**src/rtl/uart_frame_parser.sv**
```systemverilog
// uart_frame_parser
// Picks SYNC/LEN/PAYLOAD/CHK frames out of the UART receiver byte stream.
// It verifies the XOR checksum and replays good payloads as a valid/ready
// stream with a last marker. Rejected frames raise frame_err with a reason code.
module uart_frame_parser #(
  parameter logic [7:0] SYNC_BYTE      = 8'hA5,
  parameter int         MAX_LEN        = 16,
  parameter int         TIMEOUT_CYCLES = 1000000
) (
  input  logic       clk,
  input  logic       reset_n,
  input  logic [7:0] rx_data,
  input  logic       rx_valid,
  output logic [7:0] out_data,
  output logic       out_valid,
  output logic       out_last,
  input  logic       out_ready,
  output logic       frame_ok,
  output logic       frame_err,
  output logic [1:0] err_code,
  output logic [7:0] drop_cnt
);

  localparam int IDX_W  = $clog2(MAX_LEN + 1);
  localparam int ADDR_W = (MAX_LEN > 1) ? $clog2(MAX_LEN) : 1;
  localparam int TMO_W  = $clog2(TIMEOUT_CYCLES);

  localparam logic [TMO_W-1:0] TMO_LAST = TMO_W'(TIMEOUT_CYCLES - 1);
  localparam logic [IDX_W-1:0] IDX_ONE  = IDX_W'(1);

  localparam logic [1:0] ERR_LEN = 2'b01;
  localparam logic [1:0] ERR_CHK = 2'b10;
  localparam logic [1:0] ERR_TMO = 2'b11;

  typedef enum logic [2:0] {
    S_IDLE,
    S_LEN,
    S_PAYLOAD,
    S_CHECK,
    S_DRAIN
  } state_t;

  // Saturating increment for the 8-bit drop counter.
  function automatic logic [7:0] sat_inc8(input logic [7:0] v);
    return (v == 8'hFF) ? v : v + 8'd1;
  endfunction

  // True when a LEN byte is a usable payload length.
  function automatic logic len_ok(input logic [7:0] v);
    return (v != 8'd0) && (32'(v) <= 32'(MAX_LEN));
  endfunction

  state_t           state_q, state_d;
  logic             rx_valid_q, rx_valid_d;
  logic [IDX_W-1:0] len_q, len_d;
  logic [IDX_W-1:0] idx_q, idx_d;
  logic [IDX_W-1:0] rd_q, rd_d;
  logic [7:0]       chk_q, chk_d;
  logic [TMO_W-1:0] tmo_q, tmo_d;
  logic             frame_ok_q, frame_ok_d;
  logic             frame_err_q, frame_err_d;
  logic [1:0]       err_code_q, err_code_d;
  logic [7:0]       drop_cnt_q, drop_cnt_d;

  logic             byte_stb;
  logic             pay_we;
  logic [7:0]       pay_mem [MAX_LEN];

  // One strobe per rising edge of rx_valid, so level-held valid counts once.
  assign byte_stb = rx_valid & ~rx_valid_q;

  // Next-state, checksum, timeout and status pulse generation.
  always_comb begin
    state_d     = state_q;
    rx_valid_d  = rx_valid;
    len_d       = len_q;
    idx_d       = idx_q;
    rd_d        = rd_q;
    chk_d       = chk_q;
    tmo_d       = '0;
    frame_ok_d  = 1'b0;
    frame_err_d = 1'b0;
    err_code_d  = err_code_q;
    drop_cnt_d  = drop_cnt_q;
    pay_we      = 1'b0;

    unique case (state_q)
      S_IDLE: begin
        if (byte_stb && (rx_data == SYNC_BYTE)) begin
          state_d = S_LEN;
        end
      end

      S_LEN, S_PAYLOAD, S_CHECK: begin
        if (byte_stb) begin
          // A byte arriving on the expiry cycle wins over the timeout.
          tmo_d = '0;
          if (state_q == S_LEN) begin
            if (len_ok(rx_data)) begin
              len_d   = rx_data[IDX_W-1:0];
              chk_d   = rx_data;
              idx_d   = '0;
              state_d = S_PAYLOAD;
            end else begin
              frame_err_d = 1'b1;
              err_code_d  = ERR_LEN;
              state_d     = S_IDLE;
            end
          end else if (state_q == S_PAYLOAD) begin
            pay_we = 1'b1;
            chk_d  = chk_q ^ rx_data;
            idx_d  = idx_q + IDX_ONE;
            if (idx_q == len_q - IDX_ONE) begin
              state_d = S_CHECK;
            end
          end else begin
            if (rx_data == chk_q) begin
              frame_ok_d = 1'b1;
              rd_d       = '0;
              state_d    = S_DRAIN;
            end else begin
              frame_err_d = 1'b1;
              err_code_d  = ERR_CHK;
              state_d     = S_IDLE;
            end
          end
        end else if (tmo_q == TMO_LAST) begin
          frame_err_d = 1'b1;
          err_code_d  = ERR_TMO;
          state_d     = S_IDLE;
        end else begin
          tmo_d = tmo_q + 1'b1;
        end
      end

      S_DRAIN: begin
        // Bytes arriving while the payload is still being replayed are lost.
        if (byte_stb) begin
          drop_cnt_d = sat_inc8(drop_cnt_q);
        end
        if (out_ready) begin
          if (rd_q == len_q - IDX_ONE) begin
            state_d = S_IDLE;
          end else begin
            rd_d = rd_q + IDX_ONE;
          end
        end
      end

      default: state_d = S_IDLE;
    endcase
  end

  // Control and status registers, cleared asynchronously.
  always_ff @(posedge clk or negedge reset_n) begin
    if (!reset_n) begin
      state_q     <= S_IDLE;
      rx_valid_q  <= 1'b0;
      len_q       <= '0;
      idx_q       <= '0;
      rd_q        <= '0;
      chk_q       <= '0;
      tmo_q       <= '0;
      frame_ok_q  <= 1'b0;
      frame_err_q <= 1'b0;
      err_code_q  <= 2'b00;
      drop_cnt_q  <= 8'd0;
    end else begin
      state_q     <= state_d;
      rx_valid_q  <= rx_valid_d;
      len_q       <= len_d;
      idx_q       <= idx_d;
      rd_q        <= rd_d;
      chk_q       <= chk_d;
      tmo_q       <= tmo_d;
      frame_ok_q  <= frame_ok_d;
      frame_err_q <= frame_err_d;
      err_code_q  <= err_code_d;
      drop_cnt_q  <= drop_cnt_d;
    end
  end

  // Payload buffer; contents are only read in DRAIN, so no reset is needed.
  always_ff @(posedge clk) begin
    if (pay_we) begin
      pay_mem[idx_q[ADDR_W-1:0]] <= rx_data;
    end
  end

  // Output stream is gated by DRAIN so every output reads 0 outside it.
  always_comb begin
    out_valid = (state_q == S_DRAIN);
    out_data  = out_valid ? pay_mem[rd_q[ADDR_W-1:0]] : 8'd0;
    out_last  = out_valid && (rd_q == len_q - IDX_ONE);
  end

  assign frame_ok  = frame_ok_q;
  assign frame_err = frame_err_q;
  assign err_code  = err_code_q;
  assign drop_cnt  = drop_cnt_q;

endmodule

```
**config.mk**
```make
export PLATFORM = sky130hd
export DESIGN_NAME = uart_frame_parser
export DESIGN_NICKNAME = d
export VERILOG_FILES = /design/src/rtl/uart_frame_parser.sv
export SDC_FILE = /design/constraint.sdc
export NUM_CORES = 1
export LEC_CHECK = 0
export CAP_MARGIN = 20
export CORE_MARGIN = 2
export CORE_UTILIZATION = 40
export CTS_CLUSTER_SIZE = 12
export DETAILED_ROUTE_END_ITERATION = 16
export PLACE_DENSITY_LB_ADDON = 0.3
export REMOVE_ABC_BUFFERS = 1
export SYNTH_ARGS = -nofsm -noshare
export SYNTH_HDL_FRONTEND = slang
export SYNTH_SLANG_ARGS = --single-unit
```
**constraint.sdc**
```tcl
create_clock -name clk -period 3.07 [get_ports clk]
set_input_delay 0.4605 -clock clk [delete_from_list [all_inputs] [get_ports clk]]
set_output_delay 0.4605 -clock clk [all_outputs]
set_load 0.1 [all_outputs]
```
==> metrics.cfg, run 1 <==
[detailed_routing]
antenna_left = 0
firstDrtPassIters = 5
via_per_inst = 5.38
drc = 0
wl_um = 17500
wl_per_cell_um = 19.4
route.vias.total = 4854
drt_iter0_drc = 315

[run]
drv_cap = 0

[sta]
rsz0062_at_grt = no
slew_violations = 0
skew_ns = 0.0115
finalSetupViolations = 0
timing.final.crit_period_ns = 2.92
final_hold_viol_count = 0
layout_setup_ws_ns = 0.150
period_share_pct = 95.1
slew_headroom_pct = 48.1
worstMarginPinSlew_ns = 0.769
max_freq_mhz = 342

[finish]
areaGrowthSynthToFinish_pct = 19.4
multi_input_area_sq_um = 2720
fillers = 1680
ff_latch_area_sq_um = 5320
drive_above_1_share_pct = 23.3
fin_nets = 639
num_antenna_cells = 0
instances_no_fill = 902

[logic_synthesis]
synthCells = 542
synth.distinct_cells = 49
avgSynthCellArea_sq_um = 15.1
ys.warnings.count = 0
yosys.area.top_type = edfxtp_1
ys_seq_area_share_pct = 65.2
synth_top_cells_by_area = edfxtp_1 (47%), dfrtp_1 (18%), mux4_2 (11%), xnor2_1 (3.1%), xor2_1 (2.5%)
syn_area_sq_um = 8160
ys_top_cells_by_count = edfxtp_1 (128), dfrtp_1 (59), nor2_1 (48)
synthFlopType = edfxtp_1
synth_top_cell_area_share_pct = 47.1
ys_ff_latch = 187
synthMostInstantiatedCell = edfxtp_1
synth_edf_count = 128
async_flop_share_pct = 31.6

[worst_setup_path]
worstSetupPathType = reg -> out
cp_slowest_cell = mux4_2
slowest_delay_ns = 0.52
worstPathCellList = buf_12 > mux4_2 > mux4_2 > and2_1 > buf_12
regToRegSetupSlack_ns = 0.63
cp_max_fo = 20
crit_family = multiplexers
critPathCaptureType = output pin
cp.buffers_inverters = 2
cp-start-kind = flop
critical_path_required_ns = 2.61
crit_arrival_ns = 2.46

[placed_design]
gp_congestion = 0.794
io_buffers = 33
dp_hpwl_um = 12300
pre_cts_ws_ns = 0.411
placed_cells = 869

[global_routing]
grt_max_degree = 38
grt_pass1_wl_um = 28100
grt_pass1_vias = 4912
antenna_found_initial = 0
overflow = 0
grtUsageTotal_pct = 17.2

[clock_tree]
numClockSinks = 187
clk_pin_slew_ns = 0.07
ctsHoldBuffers = 0
clock_path_buffers = 2
cts_tree = built
cts-root-buf = clkbuf_16
numCtsBuffers = 17
cts_htree_levels = 4
clk_latency_ns = 0.44

[power]
power_density_nw_per_um2 = 512
peakVddDrop_v = 0.000397
fin_total_pwr_w = 0.00499
power_leakage_nw = 3.43

[floorplan]
dieArea_sq_um = 21600
die_h_um = 147
die_x_um = 147
initial_core_util_pct = 40.6
ios = 34
row_count = 52
core_region_area_sq_um = 20100

[hold_path]
hp-class = in -> async

[status]
outcome = completed

[per-stage QoR]
| step | setup TNS (ns) | hold slack [ns] | utilization, % | cell area (sq um) |
|---|---|---|---|---|
| after global routing | 0 | 0.173 | 48.5 | 9750 |
| after CTS | 0 | 0.119 | 48.5 | 9740 |
| after floorplan | -4.53 | 0.165 | - | 8080 |
| final | 0 | 0.107 | 48.5 | 9750 |
| after detailed placement | 0 | 0.479 | 45.6 | 9170 |
| after global placement | 0 | 0.469 | 45.6 | 9170 |
[metal layers]
layer	global-route usage [%]	vias up	part of all wire, %
met5	0	-	0
met4	5.87	0	1.8
met3	3.57	23	5.4
met2	26.9	145	47
met1	24.2	2490	45
li1	-	2196	-
[power by group]
group,internal [W],switching (W)
clock network,0.00107,0.00101
registers,0.00270,0.00000473
logic,0.0000876,0.000119
total,0.00386,0.00113
[flip-flops by register name (all words and copies together), names as in the netlist]
| signal | count |
|---|---|
| rx_valid_q | 1 |
| frame_err | 1 |
| idx_q | 5 |
| state_q | 3 |
| rd_q | 5 |
| tmo_q | 20 |
| frame_ok | 1 |
| err_code | 2 |
| len_q | 5 |
| pay_mem | 128 |
| chk_q | 8 |
| drop_cnt | 8 |
[final timing paths]
check	depth (start not counted)	start	endpoint
max	5	rd_q[0]	out_data[0]
max in group asynchronous	2	reset_n	rd_q[0]
min	1	reset_n	tmo_q[14]
min in group clk	1	tmo_q[0]	tmo_q[0]
min reg2reg	1	tmo_q[0]	tmo_q[0]
max reg2reg	5	state_q[1]	rd_q[3]
[layout by cell type (no fill, tap or decap), types with 12 or more instances in the layout]
cell type	netlist	layout
a21oi_1	17	17
buf_12	0	12
buf_4	0	55
clkbuf_16	0	17
dfrtp_1	59	58
edfxtp_1	128	128
inv_1	13	13
mux4_2	40	40
nand2_1	39	39
nand3_1	16	16
nor2_1	48	48
xnor2_1	29	29
xor2_1	23	23
[timing repair]
action,in CTS,in global routing
gates resized for setup,0,1
endpoints found under the setup margin,1,1
setup buffers,1,0
endpoints found under the hold margin,0,0
pin swaps,0,0
[area by class of cell]
type                       instances  area share, %
inverter                          13          0.501
timing repair buffer              78           7.78
sequential                       187           54.6
clock buffer                      18           4.40
multi-input combinational        322           27.9
clock inverter                    14           1.36
tap                              270           3.47
[cell families (layout without fill, tap and decap cells)]
| family | count (synthesis) | count (layout) | synth area share, % |
|---|---|---|---|
| flops | 187 | 187 | 65.2 |
| compound gates | 44 | 44 | 3.69 |
| fa+ha+maj | 9 | 9 | 1.35 |
| xor+xnor | 53 | 53 | 5.87 |
| mux | 47 | 47 | 11.9 |
| simple gates | 169 | 169 | 10.4 |
| buf+inv | 33 | 123 | 1.61 |
(Power assumes the default switching activity.)
==> inputs of run 2 (changes only) <==
Settings changed: SLEW_MARGIN set to 20.
==> results of run 2 <==
The final DEF is identical to that of run 1; final timing and power are the same.
